File: src/rtl/counter_ctrl_pkg.sv
// Shared constants for the interval-timer controller: default widths and FSM state encodings.
package counter_ctrl_pkg;

    localparam int unsigned DefCntW = 4;
    localparam int unsigned DefPreW = 3;

    localparam logic [1:0] StIdle  = 2'd0;
    localparam logic [1:0] StRun   = 2'd1;
    localparam logic [1:0] StPause = 2'd2;
    localparam logic [1:0] StDone  = 2'd3;

endpackage

File: src/rtl/counter_prescaler.sv
// Prescaler counter with enable and clear.
// at_term is high while the count sits on term_val, which is the cycle a tick is due.
module counter_prescaler
    import counter_ctrl_pkg::*;
#(
    parameter int unsigned PRE_W = DefPreW
) (
    input  logic             clk,
    input  logic             rst,
    input  logic             en,
    input  logic             clr,
    input  logic [PRE_W-1:0] term_val,
    output logic             at_term
);

    logic [PRE_W-1:0] cnt_q;

    // Unqualified by en so the controller can use it to decide en without a loop.
    assign at_term = (cnt_q == term_val);

    always_ff @(posedge clk) begin
        if (rst || clr) begin
            cnt_q <= '0;
        end else if (en) begin
            cnt_q <= at_term ? '0 : cnt_q + 1'b1;
        end
    end

endmodule

File: src/rtl/counter_seq_ctrl.sv
// Interval-timer controller: latches configuration, sequences the prescaler and main counter,
// and emits registered tick/done pulses.
module counter_seq_ctrl
    import counter_ctrl_pkg::*;
#(
    parameter int unsigned CNT_W = DefCntW,
    parameter int unsigned PRE_W = DefPreW
) (
    input  logic             clk,
    input  logic             rst,
    input  logic             cfg_valid,
    output logic             cfg_ready,
    input  logic [CNT_W-1:0] cfg_limit,
    input  logic [PRE_W-1:0] cfg_prescale,
    input  logic             cfg_reload,
    input  logic             start,
    input  logic             stop,
    input  logic             pause,
    output logic [CNT_W-1:0] count,
    output logic             tick,
    output logic             done,
    output logic             busy,
    output logic [1:0]       state
);

    logic [1:0]       state_q, state_d;
    logic [CNT_W-1:0] count_q, count_d;
    logic [CNT_W-1:0] limit_q;
    logic [PRE_W-1:0] prescale_q;
    logic             reload_q;
    logic             tick_q, tick_d;
    logic             done_q, done_d;
    logic             pre_en, pre_clr, pre_term;
    logic             advance;
    logic             cfg_fire;

    assign busy      = (state_q == StRun) || (state_q == StPause);
    assign cfg_ready = !busy;
    assign cfg_fire  = cfg_valid && cfg_ready;
    assign state     = state_q;
    assign count     = count_q;
    assign tick      = tick_q;
    assign done      = done_q;

    // A terminal event in RUN wins over a simultaneous pause; releasing pause counts that cycle.
    assign advance = busy && (!pause || (state_q == StRun && pre_term));

    counter_prescaler #(
        .PRE_W (PRE_W)
    ) u_prescaler (
        .clk      (clk),
        .rst      (rst),
        .en       (pre_en),
        .clr      (pre_clr),
        .term_val (prescale_q),
        .at_term  (pre_term)
    );

    always_comb begin
        state_d = state_q;
        count_d = count_q;
        tick_d  = 1'b0;
        done_d  = 1'b0;
        pre_en  = 1'b0;
        pre_clr = 1'b0;
        if (stop) begin
            state_d = StIdle;
            count_d = '0;
            pre_clr = 1'b1;
        end else if (start) begin
            state_d = StRun;
            count_d = '0;
            pre_clr = 1'b1;
        end else if (busy) begin
            if (advance) begin
                state_d = StRun;
                pre_en  = 1'b1;
                if (pre_term) begin
                    tick_d = 1'b1;
                    if (count_q == limit_q) begin
                        done_d = 1'b1;
                        if (reload_q) begin
                            count_d = '0;
                        end else begin
                            state_d = StDone;
                        end
                    end else begin
                        count_d = count_q + 1'b1;
                    end
                end
            end else begin
                state_d = StPause;
            end
        end
    end

    always_ff @(posedge clk) begin
        if (rst) begin
            state_q    <= StIdle;
            count_q    <= '0;
            tick_q     <= 1'b0;
            done_q     <= 1'b0;
            limit_q    <= '1;
            prescale_q <= '0;
            reload_q   <= 1'b0;
        end else begin
            state_q <= state_d;
            count_q <= count_d;
            tick_q  <= tick_d;
            done_q  <= done_d;
            if (cfg_fire) begin
                limit_q    <= cfg_limit;
                prescale_q <= cfg_prescale;
                reload_q   <= cfg_reload;
            end
        end
    end

endmodule
File: config.mk
export PLATFORM = sky130hd
export DESIGN_NAME = counter_seq_ctrl
export DESIGN_NICKNAME = d
export VERILOG_FILES = /design/src/rtl/counter_ctrl_pkg.sv /design/src/rtl/counter_prescaler.sv /design/src/rtl/counter_seq_ctrl.sv
export SDC_FILE = /design/constraint.sdc
export NUM_CORES = 1
export LEC_CHECK = 0
export ABC_AREA = 1
export ABC_CLOCK_PERIOD_IN_PS = 4200
export BUFFER_PORTS_ARGS = -buffer_cell sky130_fd_sc_hd__buf_4
export CAP_MARGIN = 20
export CORE_MARGIN = 10
export CORE_UTILIZATION = 45
export CTS_BUF_LIST = sky130_fd_sc_hd__clkbuf_16
export CTS_CLUSTER_DIAMETER = 50
export DETAILED_ROUTE_END_ITERATION = 16
export PLACE_DENSITY = 0.71
export SLEW_MARGIN = 20
export SYNTH_ARGS = -nofsm -noshare
export SYNTH_HDL_FRONTEND = slang
export SYNTH_SLANG_ARGS = --single-unit
File: constraint.sdc
create_clock -name clk -period 4.2 [get_ports clk]
set_clock_uncertainty 0.05 [all_clocks]
set_input_delay 1.05 -clock clk [delete_from_list [all_inputs] [get_ports clk]]
set_output_delay 1.05 -clock clk [all_outputs]
set_load 0.02 [all_outputs]
== Word-level counts from Yosys, hierarchy flattened ==
Cells that the tools add are included.

* Flip-flop bits (word level): 19
* Input port bits: 14
* Output and inout port bits: 10
* Logic and storage cells: 50

* Add/subtract/negate cells: 2
* Equal/unequal tests: 5
* Mux-type cells: 17
* Bitwise operators: 3
* Reduce and logical (&&, ||, !) cells: 14

{| class="wikitable"
|+ Operators by type and width
! operator !! number
|-
| two-way mux 1 bit || 10
|-
| two-way mux 2 bit || 4
|-
| two-way mux 4 bit || 2
|-
| OR reduction 6 bit || 1
|-
| OR reduction 5 bit || 1
|-
| adder 4 x 1 -> 4 bit (second input constant) || 1
|-
| equality test 4 bit || 1
|-
| AND reduction 4 bit || 1
|-
| adder 3 x 1 -> 3 bit (second input constant) || 1
|-
| equality test 3 bit || 1
|-
| logical AND 1 bit || 3
|-
| logical OR 1 bit || 3
|-
| two-way mux 3 bit || 1
|-
| NOT 1 bit || 3
|-
| OR reduction 3 bit || 1
|-
| equality test 2 x 1 -> 1 bit (second input constant) || 1
|-
| equality test 2 bit (second input constant) || 1
|-
| zero test 1 bit || 2
|-
| inequality test 2 bit (second input constant) || 1
|-
| nonzero test 2 bit || 1
|-
| OR reduction 2 bit || 1
|}

== Longest topological paths before layout ==
Gate-level depths: netlist (run 1).

* Word-level depth: 8
* Gate-level depth with buffers: 10
* Gate-level depth less buffers: 10

== Hierarchy ==
A second synthesis (run 1) with hierarchy kept.

* Cells, all modules: 136
* Area total of the unflattened synthesis: 983.4 um^2

{| class="wikitable"
|+ Modules (own cells, without submodules)
! module !! times used !! cells an instance !! area each (um^2) !! sequential area each (um^2)
|-
| counter_seq_ctrl || 1 || 110 || 798.3 || 320.3
|-
| counter_prescaler || 1 || 26 || 185.2 || 60.1
|}

== Worst setup path after synthesis (run 1) ==
No wires, ideal clock.

* Path type: flip-flop to output port
* From: register state_q[1] (netlist: state[1])
* To: output port busy
* Data arrival time: 1.171 ns
* Slack: 1.929 ns
* Stages on the path, launching flop included: 4
* Cell sequence: dfxtp_1 > inv_1 > ha_1 > inv_1

* Longest elaborated chain between the ends: 2
* Elaborated cells on any way between the ends: 3

{| class="wikitable"
|+ RTL lines
! element !! line !! text
|-
| start: declaration || counter_seq_ctrl.sv:26 || <nowiki>logic [1:0] state_q, state_d;</nowiki>
|-
| start signal: assignment || counter_seq_ctrl.sv:99 || <nowiki>state_q <= StIdle;</nowiki>
|-
| start signal: assignment || counter_seq_ctrl.sv:107 || <nowiki>state_q <= state_d;</nowiki>
|-
| equality test 2 x 1 -> 1 bit / equality test 2 bit (equally long branches) || counter_seq_ctrl.sv:37 || <nowiki>assign busy = (state_q == StRun) || (state_q == StPause);</nowiki>
|-
| logical OR 1 bit (*) || counter_seq_ctrl.sv:37 ||
|-
| end: declaration || counter_seq_ctrl.sv:22 || <nowiki>output logic busy,</nowiki>
|}

Every way passes the cells marked *; elsewhere a longest branch is shown, timed or not.

== Worst setup path in the final report (run 1) ==
Same ends and word-level chain as after synthesis.

==> results of run 1 <==
==> cells in the final DEF (no fill, tap or decap) <==
master and instances:
buf_4 23, nor2_4 2, dfxtp_1 19, or2_0 1, inv_2 1, clkbuf_16 3, ha_1 3, nor3_1 2
nand4_1 3, nand2_2 1, xor2_1 5, nor2_1 13, a31oi_1 1, inv_1 17, nand3_1 5, o21ai_0 9
nor2_2 2, a21oi_1 10, a211oi_1 1, nand2_1 35, o2111ai_4 1
==> per-stage QoR <==
| step | power, uW | cell area [um^2] | setup WS (ns) | hold WS [ns] | utilization [%] |
|---|---|---|---|---|---|
| finish | 440 | 1230 | 1.71 | 0.419 | 61.9 |
| global placement | 251 | 1150 | 1.98 | 0.408 | 58.0 |
| floorplan | 232 | 946 | 1.93 | 0.393 | - |
| CTS | 445 | 1230 | 1.70 | 0.425 | 61.9 |
| detailed placement | 252 | 1150 | 1.98 | 0.416 | 58.0 |
| global route | 461 | 1230 | 1.66 | 0.443 | 61.9 |
==> area by class of cell <==
| cell class | instances | area share (%) |
|---|---|---|
| Multi-Input combinational cell | 94 | 40.6 |
| Clock buffer | 3 | 6.12 |
| Inverter | 17 | 5.20 |
| Timing Repair Buffer | 23 | 14.1 |
| Sequential cell | 19 | 31.0 |
| Clock inverter | 1 | 0.306 |
| Tap cell | 27 | 2.75 |
==> logic make-up after synthesis <==
logic type / count (synthesis) / share of synthesized area (%)
AOI/OAI and AO/OA: 22 / 14.3
buffers and inverters: 18 / 7.14
adders and majority gates: 3 / 3.97
and+or+nand+nor: 64 / 29.8
DFF: 19 / 40.2
xor gates and xnor gates: 5 / 4.63
==> registers in the layout, indices dropped and copies added, names as in the netlist <==
name               cells
done                   1
state                  2
tick                   1
limit_q                4
prescale_q             3
reload_q               1
u_prescaler.cnt_q      3
count                  4
==> report_power, final <==
group	total [uW]	internal (uW)	switching (uW)
Sequential	193	188	5.22
Clock	192	127	65.7
Combinational	54.9	23.4	31.5
Total	440	338	102
==> path summary, 6_finish.rpt <==
path,start,end,slack [ns],depth (start not counted)
setup / recovery,state[1]$_SDFFE_PP0P_,busy,1.71,4
hold / removal,prescale_q[1]$_SDFFE_PP0P_,prescale_q[1]$_SDFFE_PP0P_,0.42,2
setup reg to reg,state[1]$_SDFFE_PP0P_,count[1]$_SDFFE_PP0P_,2.54,7
hold reg to reg,prescale_q[1]$_SDFFE_PP0P_,prescale_q[1]$_SDFFE_PP0P_,0.42,2
==> worst reg2reg max path, cell delays in order (launching register included) <==
cell and delay [ns]:
dfxtp_1 0.35, inv_1 0.05, ha_1 0.34, inv_1 0.21, o2111ai_4 0.21, nor2_2 0.18
nand2_1 0.07, a21oi_1 0.13
==> routing by layer <==
metal | GRT usage (%) | up-vias
met4 | 7.22 | 0
met1 | 11.9 | 369
met2 | 16.1 | 23
li1 | - | 475
met5 | 0 | -
met3 | 4.92 | 5
==> flow_summary.toml, run 1 <==
[run_status]
status = "finished, final reports clean"

[setup_path]
crit_path_max_fanout = 6
crit_slowest_cell = "dfxtp_1"
slowest_delay_ns = 0.35
cpLargestDelayFamily = "buffers and inverters"
path_buf_inv = 3
worstSetupEndpointType = "primary output"
critical_path_class = "flop to primary output"
crit_top_cell = "inv_1"
crit_chain = "inv_1, ha_1, inv_1, buf_4"
startpoint_type = "flop"
crit_arrival_ns = 1.39
required_ns = 3.10

[grt]
gr-total-overflow = 0
antenna_found_initial = 0
grt.total_usage_pct = 10.7
grt_max_degree = 13
grt_pass1_wl_mm = 3.66
grt_pass1_vias = 901

[hold_path]
hold_path_class = "flop to flop"

[placed_design]
dp.cells = 180
gp_congestion = 0.877
port_buffers = 23
dp_hpwl_mm = 1.71

[timing]
finalHoldViolCount = 0
setup_viol = 0
tightest_slew_ns = 0.559
slew_headroom_pct = 62.5
slew_violations = 0
rsz0062_at_grt = "no"
fin_setup_tns_ns = 0
fmax_mhz = 402
fin_crit_sh_pct = 59.2
period_minus_slack_ns = 2.49

[finish]
instances_no_fill = 184
n_antenna_cell = 0
syn2layout_area_growth_pct = 29.8
fillers = 173
drive_gt1_share_pct = 21.0
multiInputGateArea_um2 = 498
seq_area_um2 = 380
nets = 175

[routing]
drc = 0
wirelength_mm = 2.13
dr_wl_met3_um = 158
ant_nets = 0
wire_per_inst_um = 11.6
wl_met2_um = 883
met1Wirelength_mm = 1.04
via_count = 872
drtIter0Drc = 31
vias_per_cell = 4.74
drt-pass1-iter-count = 4
top_layer_used = "met4"

[yosys]
synth_top_area_share_pct = 40.2
syn_avg_cell_area_um2 = 7.22
syn_nets = 148
synthesis.area_um2 = 946
yosys_warnings = 0
ys_seq_area_share_pct = 40.2
ys_ff_latch = 19
ys_types = 20
netlist_top_cells_area = "dfxtp_1 (40%), nand2_1 (14%), inv_1 (6.3%), a21oi_1 (5.3%), nor2_1 (5.2%)"
postSynthCellCount = 131
yosysTopAreaCell = "dfxtp_1"
synth_commonest_cells = "nand2_1 (35), dfxtp_1 (19), inv_1 (16)"
synth_flop_cell = "dfxtp_1"
synthArstFlopShare_pct = 0
yosysMostFrequentCell = "nand2_1"
synth-edff-count = 0

[clock_network]
cts_resized = 0
clockBufferDepth = 2
cts_tree = "yes"
clk_pin_slew_worst_paths_ns = 0.05
cts_buffers = 3
cts_hold_buffers = 0
cts_root_buf = "clkbuf_16"
cts_post_setup_buffers_inserted = 0
clk_latency_ns = 0.25
htree_levels = 1
cts_sinks = 19

[die]
fp.dieH_um = 65.8
dieArea_mm2 = 0.00434
io_pins = 24
rows = 16
initial_core_util_pct = 47.7
core_mm2 = 0.00198
die_w_um = 65.8

[pwr]
p_leak_uw = 0.000578
ir_worst_vdd_mv = 0.218
p_per_area_mw_per_mm2 = 359

[flow_run]
drv_cap = 0
(Power assumes the default switching activity.)
==> run 2: changes to the inputs <==
--- a/config.mk
+++ b/config.mk
@@ -6,7 +6,7 @@
 export NUM_CORES = 1
 export LEC_CHECK = 0
 export ABC_AREA = 1
-export ABC_CLOCK_PERIOD_IN_PS = 4200
+export ABC_CLOCK_PERIOD_IN_PS = 2100
 export BUFFER_PORTS_ARGS = -buffer_cell sky130_fd_sc_hd__buf_4
 export CAP_MARGIN = 20
 export CORE_MARGIN = 10
@@ -14,7 +14,7 @@
 export CTS_BUF_LIST = sky130_fd_sc_hd__clkbuf_16
 export CTS_CLUSTER_DIAMETER = 50
 export DETAILED_ROUTE_END_ITERATION = 16
-export PLACE_DENSITY = 0.71
+export PLACE_DENSITY = 0.74
 export SLEW_MARGIN = 20
 export SYNTH_ARGS = -nofsm -noshare
 export SYNTH_HDL_FRONTEND = slang
==> constraint.sdc (replaced) <==
create_clock -name clk -period 2.1 [get_ports clk]
set_clock_uncertainty 0.05 [all_clocks]
set_input_delay 0.525 -clock clk [delete_from_list [all_inputs] [get_ports clk]]
set_output_delay 0.525 -clock clk [all_outputs]
set_load 0.02 [all_outputs]
==> flow_summary.toml, run 2 (synthesized netlist as in run 1, its figures left out) <==
[placed_design]
port_buffers = 23
placed_cell_area_mm2 = 0.00116
gp_congestion = 0.847
dp_hpwl_mm = 1.76

[finish]
fin_util_pct = 62.4
drive_gt1_share_pct = 22.2
fillers = 185
n_antenna_cell = 0
finish.instance_area_mm2 = 0.00124
nets = 176
syn2layout_area_growth_pct = 30.7
final_common_cell = "nand2_1"
final_cell_mix = "nand2_1 (35), buf_4 (24), dfxtp_1 (19)"

[clock_network]
clk_pin_slew_worst_paths_ns = 0.05
htree_levels = 1
cts_root_buf = "clkbuf_16"
cts_buffers = 3
clk_latency_ns = 0.25
cts_hold_buffers = 0
cts_tree = "yes"
clockBufferDepth = 2
cts_resized = 0
cts_sinks = 19
cts_post_setup_buffers_inserted = 0

[pwr]
p_per_area_mw_per_mm2 = 720
ir_worst_vdd_mv = 0.578
finalPower_uw = 890
p_leak_uw = 0.000582

[setup_path]
crit_path_max_fanout = 6
required_ns = 1.52
reg2reg_slack_ns = 0.47
crit_end = "busy"
r2r-end = "count[1]$_SDFFE_PP0P_"
startpoint_type = "flop"
crit_top_cell = "inv_1"
crit_slowest_cell = "dfxtp_1"
crit_chain = "inv_1, ha_1, inv_1, buf_4"
crit_arrival_ns = 1.36
crit_path_start = "state[1]$_SDFFE_PP0P_"
slowest_delay_ns = 0.35
worstSetupEndpointType = "primary output"
ff2ff_path_depth = 7
critical_path_class = "flop to primary output"
r2r_start = "state[1]$_SDFFE_PP0P_"

[routing]
vias_per_cell = 5.18
drc = 0
wire_per_inst_um = 12.4
drt-pass1-iter-count = 4
wirelength_mm = 2.30
ant_nets = 0
via_count = 959
drtIter0Drc = 29

[die]
core_mm2 = 0.00198
dieArea_mm2 = 0.00434
fp.dieH_um = 65.8
die_w_um = 65.8
io_pins = 24
rows = 16
initial_core_util_pct = 47.7

[timing]
slew_violations = 0
period_minus_slack_ns = 1.94
finalHoldViolCount = 0
setup_viol = 0
slew_headroom_pct = 75.7
finalHoldWorstSlack_ns = 0.398
rsz0062_at_grt = "no"
fmax_mhz = 516
tightest_slew_ns = 0.364
fin_crit_sh_pct = 92.3
fin_setup_tns_ns = 0

[run_status]
status = "finished, final reports clean"

[grt]
grt.total_usage_pct = 11.6
gr-total-overflow = 0
antenna_found_initial = 0
grt_pass1_wl_mm = 4.08
grt_pass1_vias = 932
grt_max_degree = 13

[flow_run]
drv_cap = 0

[hold_path]
hold_path_class = "primary input to flop"
[run 2: changes by cell type in the layout (fill, tap and decap cells not counted)]
cell	delta
buf_4	+1
inv_1	-1
clkinv_2	+1
[run 2: where the power goes]
part           leakage (uW)  switching [uW]  internal [uW]
registers          0.000155            10.4            376
logic              0.000385            67.0           47.7
clock network     0.0000409             135            255
[run 2: worst min-delay path by stage]
stage / start / to / cells after the start
final: stop / state[0]$_SDFFE_PP0P_ / 2
after global routing: stop / state[0]$_SDFFE_PP0P_ / 2
after CTS: stop / state[0]$_SDFFE_PP0P_ / 2
after detailed placement: prescale_q[1]$_SDFFE_PP0P_ / prescale_q[1]$_SDFFE_PP0P_ / 2
after global placement: prescale_q[2]$_SDFFE_PP0P_ / prescale_q[2]$_SDFFE_PP0P_ / 2
after floorplan: prescale_q[1]$_SDFFE_PP0P_ / prescale_q[1]$_SDFFE_PP0P_ / 2
[run 2: through the flow]
| step | instances | setup slack (ns) |
|---|---|---|
| final | 185 | 0.162 |
| after global routing | 185 | 0.0750 |
| after CTS | 185 | 0.158 |
| after detailed placement | 181 | 0.435 |
| after global placement | 181 | 0.491 |
| after floorplan | 131 | 0.270 |
[run 2: area by class of cell]
class                   instances  area, um^2  share of cell area (%)
clock buffers                   3        75.1                    6.07
flip-flops and latches         19         380                    30.8
inverters                      17        63.8                    5.16
clock inverters                 1        5.00                   0.405
well taps                      27        33.8                    2.73
repair buffers                 24         180                    14.6
multi-input cells              94         498                    40.3
[run 2: per-layer routing]
metal	global-route usage, %	vias up	share of wire, %
met1	13.2	431	43
met5	0	-	0
li1	-	477	-
met4	5.61	0	2.0
met2	18.4	45	46
met3	4.58	6	9.2
[run 2: critical path: cells and delay by family (launching register included)]
| family | cells | cell delay [ns] |
|---|---|---|
| fa+ha+maj | 1 | 0.32 |
| flops | 1 | 0.35 |
| buf+inv | 3 | 0.45 |
==> run 3: changes to the inputs <==
--- a/config.mk
+++ b/config.mk
@@ -5,7 +5,6 @@
 export SDC_FILE = /design/constraint.sdc
 export NUM_CORES = 1
 export LEC_CHECK = 0
-export ABC_AREA = 1
 export ABC_CLOCK_PERIOD_IN_PS = 2100
 export BUFFER_PORTS_ARGS = -buffer_cell sky130_fd_sc_hd__buf_4
 export CAP_MARGIN = 20
==> flow_summary.toml, run 3 <==
[run_status]
status = "finished, final reports clean"

[setup_path]
crit_chain = "inv_1, ha_2, inv_1, buf_4"
crit_top_cell = "inv_1"
slowest_delay_ns = 0.50
cpLargestDelayFamily = "adder cells"
path_buf_inv = 3
critical_path_class = "flop to primary output"
crit_path_max_fanout = 17
crit_slowest_cell = "ha_2"
worstSetupEndpointType = "primary output"
required_ns = 1.52
crit_arrival_ns = 1.37
startpoint_type = "flop"

[finish]
fillers = 195
n_antenna_cell = 0
instances_no_fill = 154
final_common_cell = "buf_4"
nets = 145
final_cell_mix = "buf_4 (24), dfxtp_1 (19), nand2_1 (13)"
multiInputGateArea_um2 = 532
drive_gt1_share_pct = 27.6
fin_util_pct = 61.8
seq_area_um2 = 380
syn2layout_area_growth_pct = 29.9

[yosys]
postSynthCellCount = 103
synth_compound_area_share_pct = 20.6
synth_top_area_share_pct = 40.8
synth_top_family_by_area = "simple AND/OR/NAND/NOR gates"
synth-simple-area-share_pct = 23.1
synth_flop_cell = "dfxtp_1"
synth.mux.area_fraction_pct = 0
ys_seq_area_share_pct = 40.8
synthArstFlopShare_pct = 0
syn_avg_cell_area_um2 = 9.06
synth_commonest_cells = "dfxtp_1 (19), nand2_1 (13), a21oi_1 (7)"
ys_ff_latch = 19
synth_xor_area_share_pct = 8.98
synth-edff-count = 0
yosysTopAreaCell = "dfxtp_1"
syn_nets = 120
yosysMostFrequentCell = "dfxtp_1"
netlist_top_cells_area = "dfxtp_1 (41%), nand2_1 (5.2%), xnor2_2 (5.2%), ha_1 (4.0%), a211o_1 (3.8%)"
synth_adder_area_share_pct = 4.02
ys_types = 31
synthesis.area_um2 = 933
yosys_warnings = 0

[clock_network]
cts_buffers = 3
htree_levels = 1
cts_sinks = 19
cts_tree = "yes"
clk_pin_slew_worst_paths_ns = 0.05
clockBufferDepth = 2
clk_latency_ns = 0.24
cts_root_buf = "clkbuf_16"

[routing]
drc = 0
via_count = 857
drt-pass1-iter-count = 4
wire_per_inst_um = 14.4
vias_per_cell = 5.56
wirelength_mm = 2.22
drtIter0Drc = 21
ant_nets = 0

[placed_design]
dp_hpwl_mm = 1.67
gp_congestion = 0.901
port_buffers = 23
dp.cells = 150

[timing]
finalHoldViolCount = 0
tightest_slew_ns = 0.325
rsz0062_at_grt = "no"
fmax_mhz = 515
setup_viol = 0
period_minus_slack_ns = 1.94
fin_setup_tns_ns = 0
fin_crit_sh_pct = 92.5
slew_violations = 0
slew_headroom_pct = 78.1

[flow_run]
drv_cap = 0

[pwr]
p_leak_uw = 0.000511
p_per_area_mw_per_mm2 = 725
ir_worst_vdd_mv = 0.451

[grt]
grt_pass1_wl_mm = 3.75
grt_max_degree = 18
grt_pass1_vias = 854
antenna_found_initial = 0
grt.total_usage_pct = 10.8
gr-total-overflow = 0

[die]
dieArea_mm2 = 0.00430
die_w_um = 65.5
rows = 16
core_mm2 = 0.00196
initial_core_util_pct = 47.6
fp.dieH_um = 65.5
io_pins = 24

[hold_path]
hold_path_class = "primary input to flop"
==> run 3: cell count changes in the layout (fill, tap and decap cells not counted), moves of 3 or more <==
cell	before	now
nand2_1	35	13
inv_1	16	3
nor2_1	13	4
o21ai_0	9	0
xor2_1	5	0
a211o_1	0	4
and3_1	0	4
nor2b_1	0	4
o22ai_1	0	4
xnor2_1	0	4
a21oi_1	10	7
xnor2_2	0	3
==> run 3: power breakdown <==
group | switching, uW | internal (uW) | total (uW) | leakage, uW
registers | 11.7 | 375 | 386 | 0.000155
clock network | 124 | 253 | 377 | 0.0000423
logic | 60.2 | 55.5 | 116 | 0.000313
==> run 3: path summary, 6_finish.rpt <==
path | from | depth (start not counted) | slack [ns] | endpoint
min reg2reg | limit_q[2]$_SDFFE_PP1P_ | 1 | 0.44 | limit_q[2]$_SDFFE_PP1P_
max | state[1]$_SDFFE_PP0P_ | 4 | 0.16 | busy
max reg2reg | state[1]$_SDFFE_PP0P_ | 6 | 0.36 | u_prescaler.cnt_q[2]$_SDFFE_PP0P_
min | stop | 2 | 0.42 | state[0]$_SDFFE_PP0P_
==> run 3: layout make-up <==
| cell class | instances | area share [%] |
|---|---|---|
| Clock buffer | 3 | 6.19 |
| Clock inverter | 1 | 0.310 |
| Inverter | 2 | 0.619 |
| Multi-Input combinational cell | 78 | 43.9 |
| Sequential cell | 19 | 31.4 |
| Tap cell | 27 | 2.79 |
| Timing Repair Buffer | 24 | 14.9 |
==> run 3: metrics by stage <==
step / hold slack [ns] / area [um^2] / power [uW] / setup slack, ns
after floorplan: 0.395 / 933 / 466 / 0.0622
after global routing: 0.424 / 1210 / 919 / 0.0813
after global placement: 0.420 / 1130 / 504 / 0.330
after CTS: 0.414 / 1210 / 888 / 0.0490
after detailed placement: 0.427 / 1130 / 507 / 0.269
final: 0.421 / 1210 / 879 / 0.157
==> run 3: logic make-up (layout without fill, tap and decap cells) <==
logic type | Yosys count | after routing
xor gates and xnor gates | 7 | 7
AOI/OAI and AO/OA | 26 | 26
and+or+nand+nor | 42 | 42
buffers and inverters | 6 | 30
DFF | 19 | 19
adders and majority gates | 3 | 3
==> run 3: metal layers <==
| layer | vias to the layer above | global-route usage [%] | routed length (um) |
|---|---|---|---|
| met5 | - | 0 | 0 |
| met4 | 0 | 6.42 | 27 |
| met3 | 4 | 4.75 | 140 |
| met2 | 24 | 16.7 | 1040 |
| met1 | 402 | 11.9 | 1020 |
| li1 | 427 | - | - |
==> run 3: what timing repair did <==
item,CTS,global route
setup endpoints to repair,0,2
resized for setup,0,1
hold buffers,0,0
setup buffers,0,0
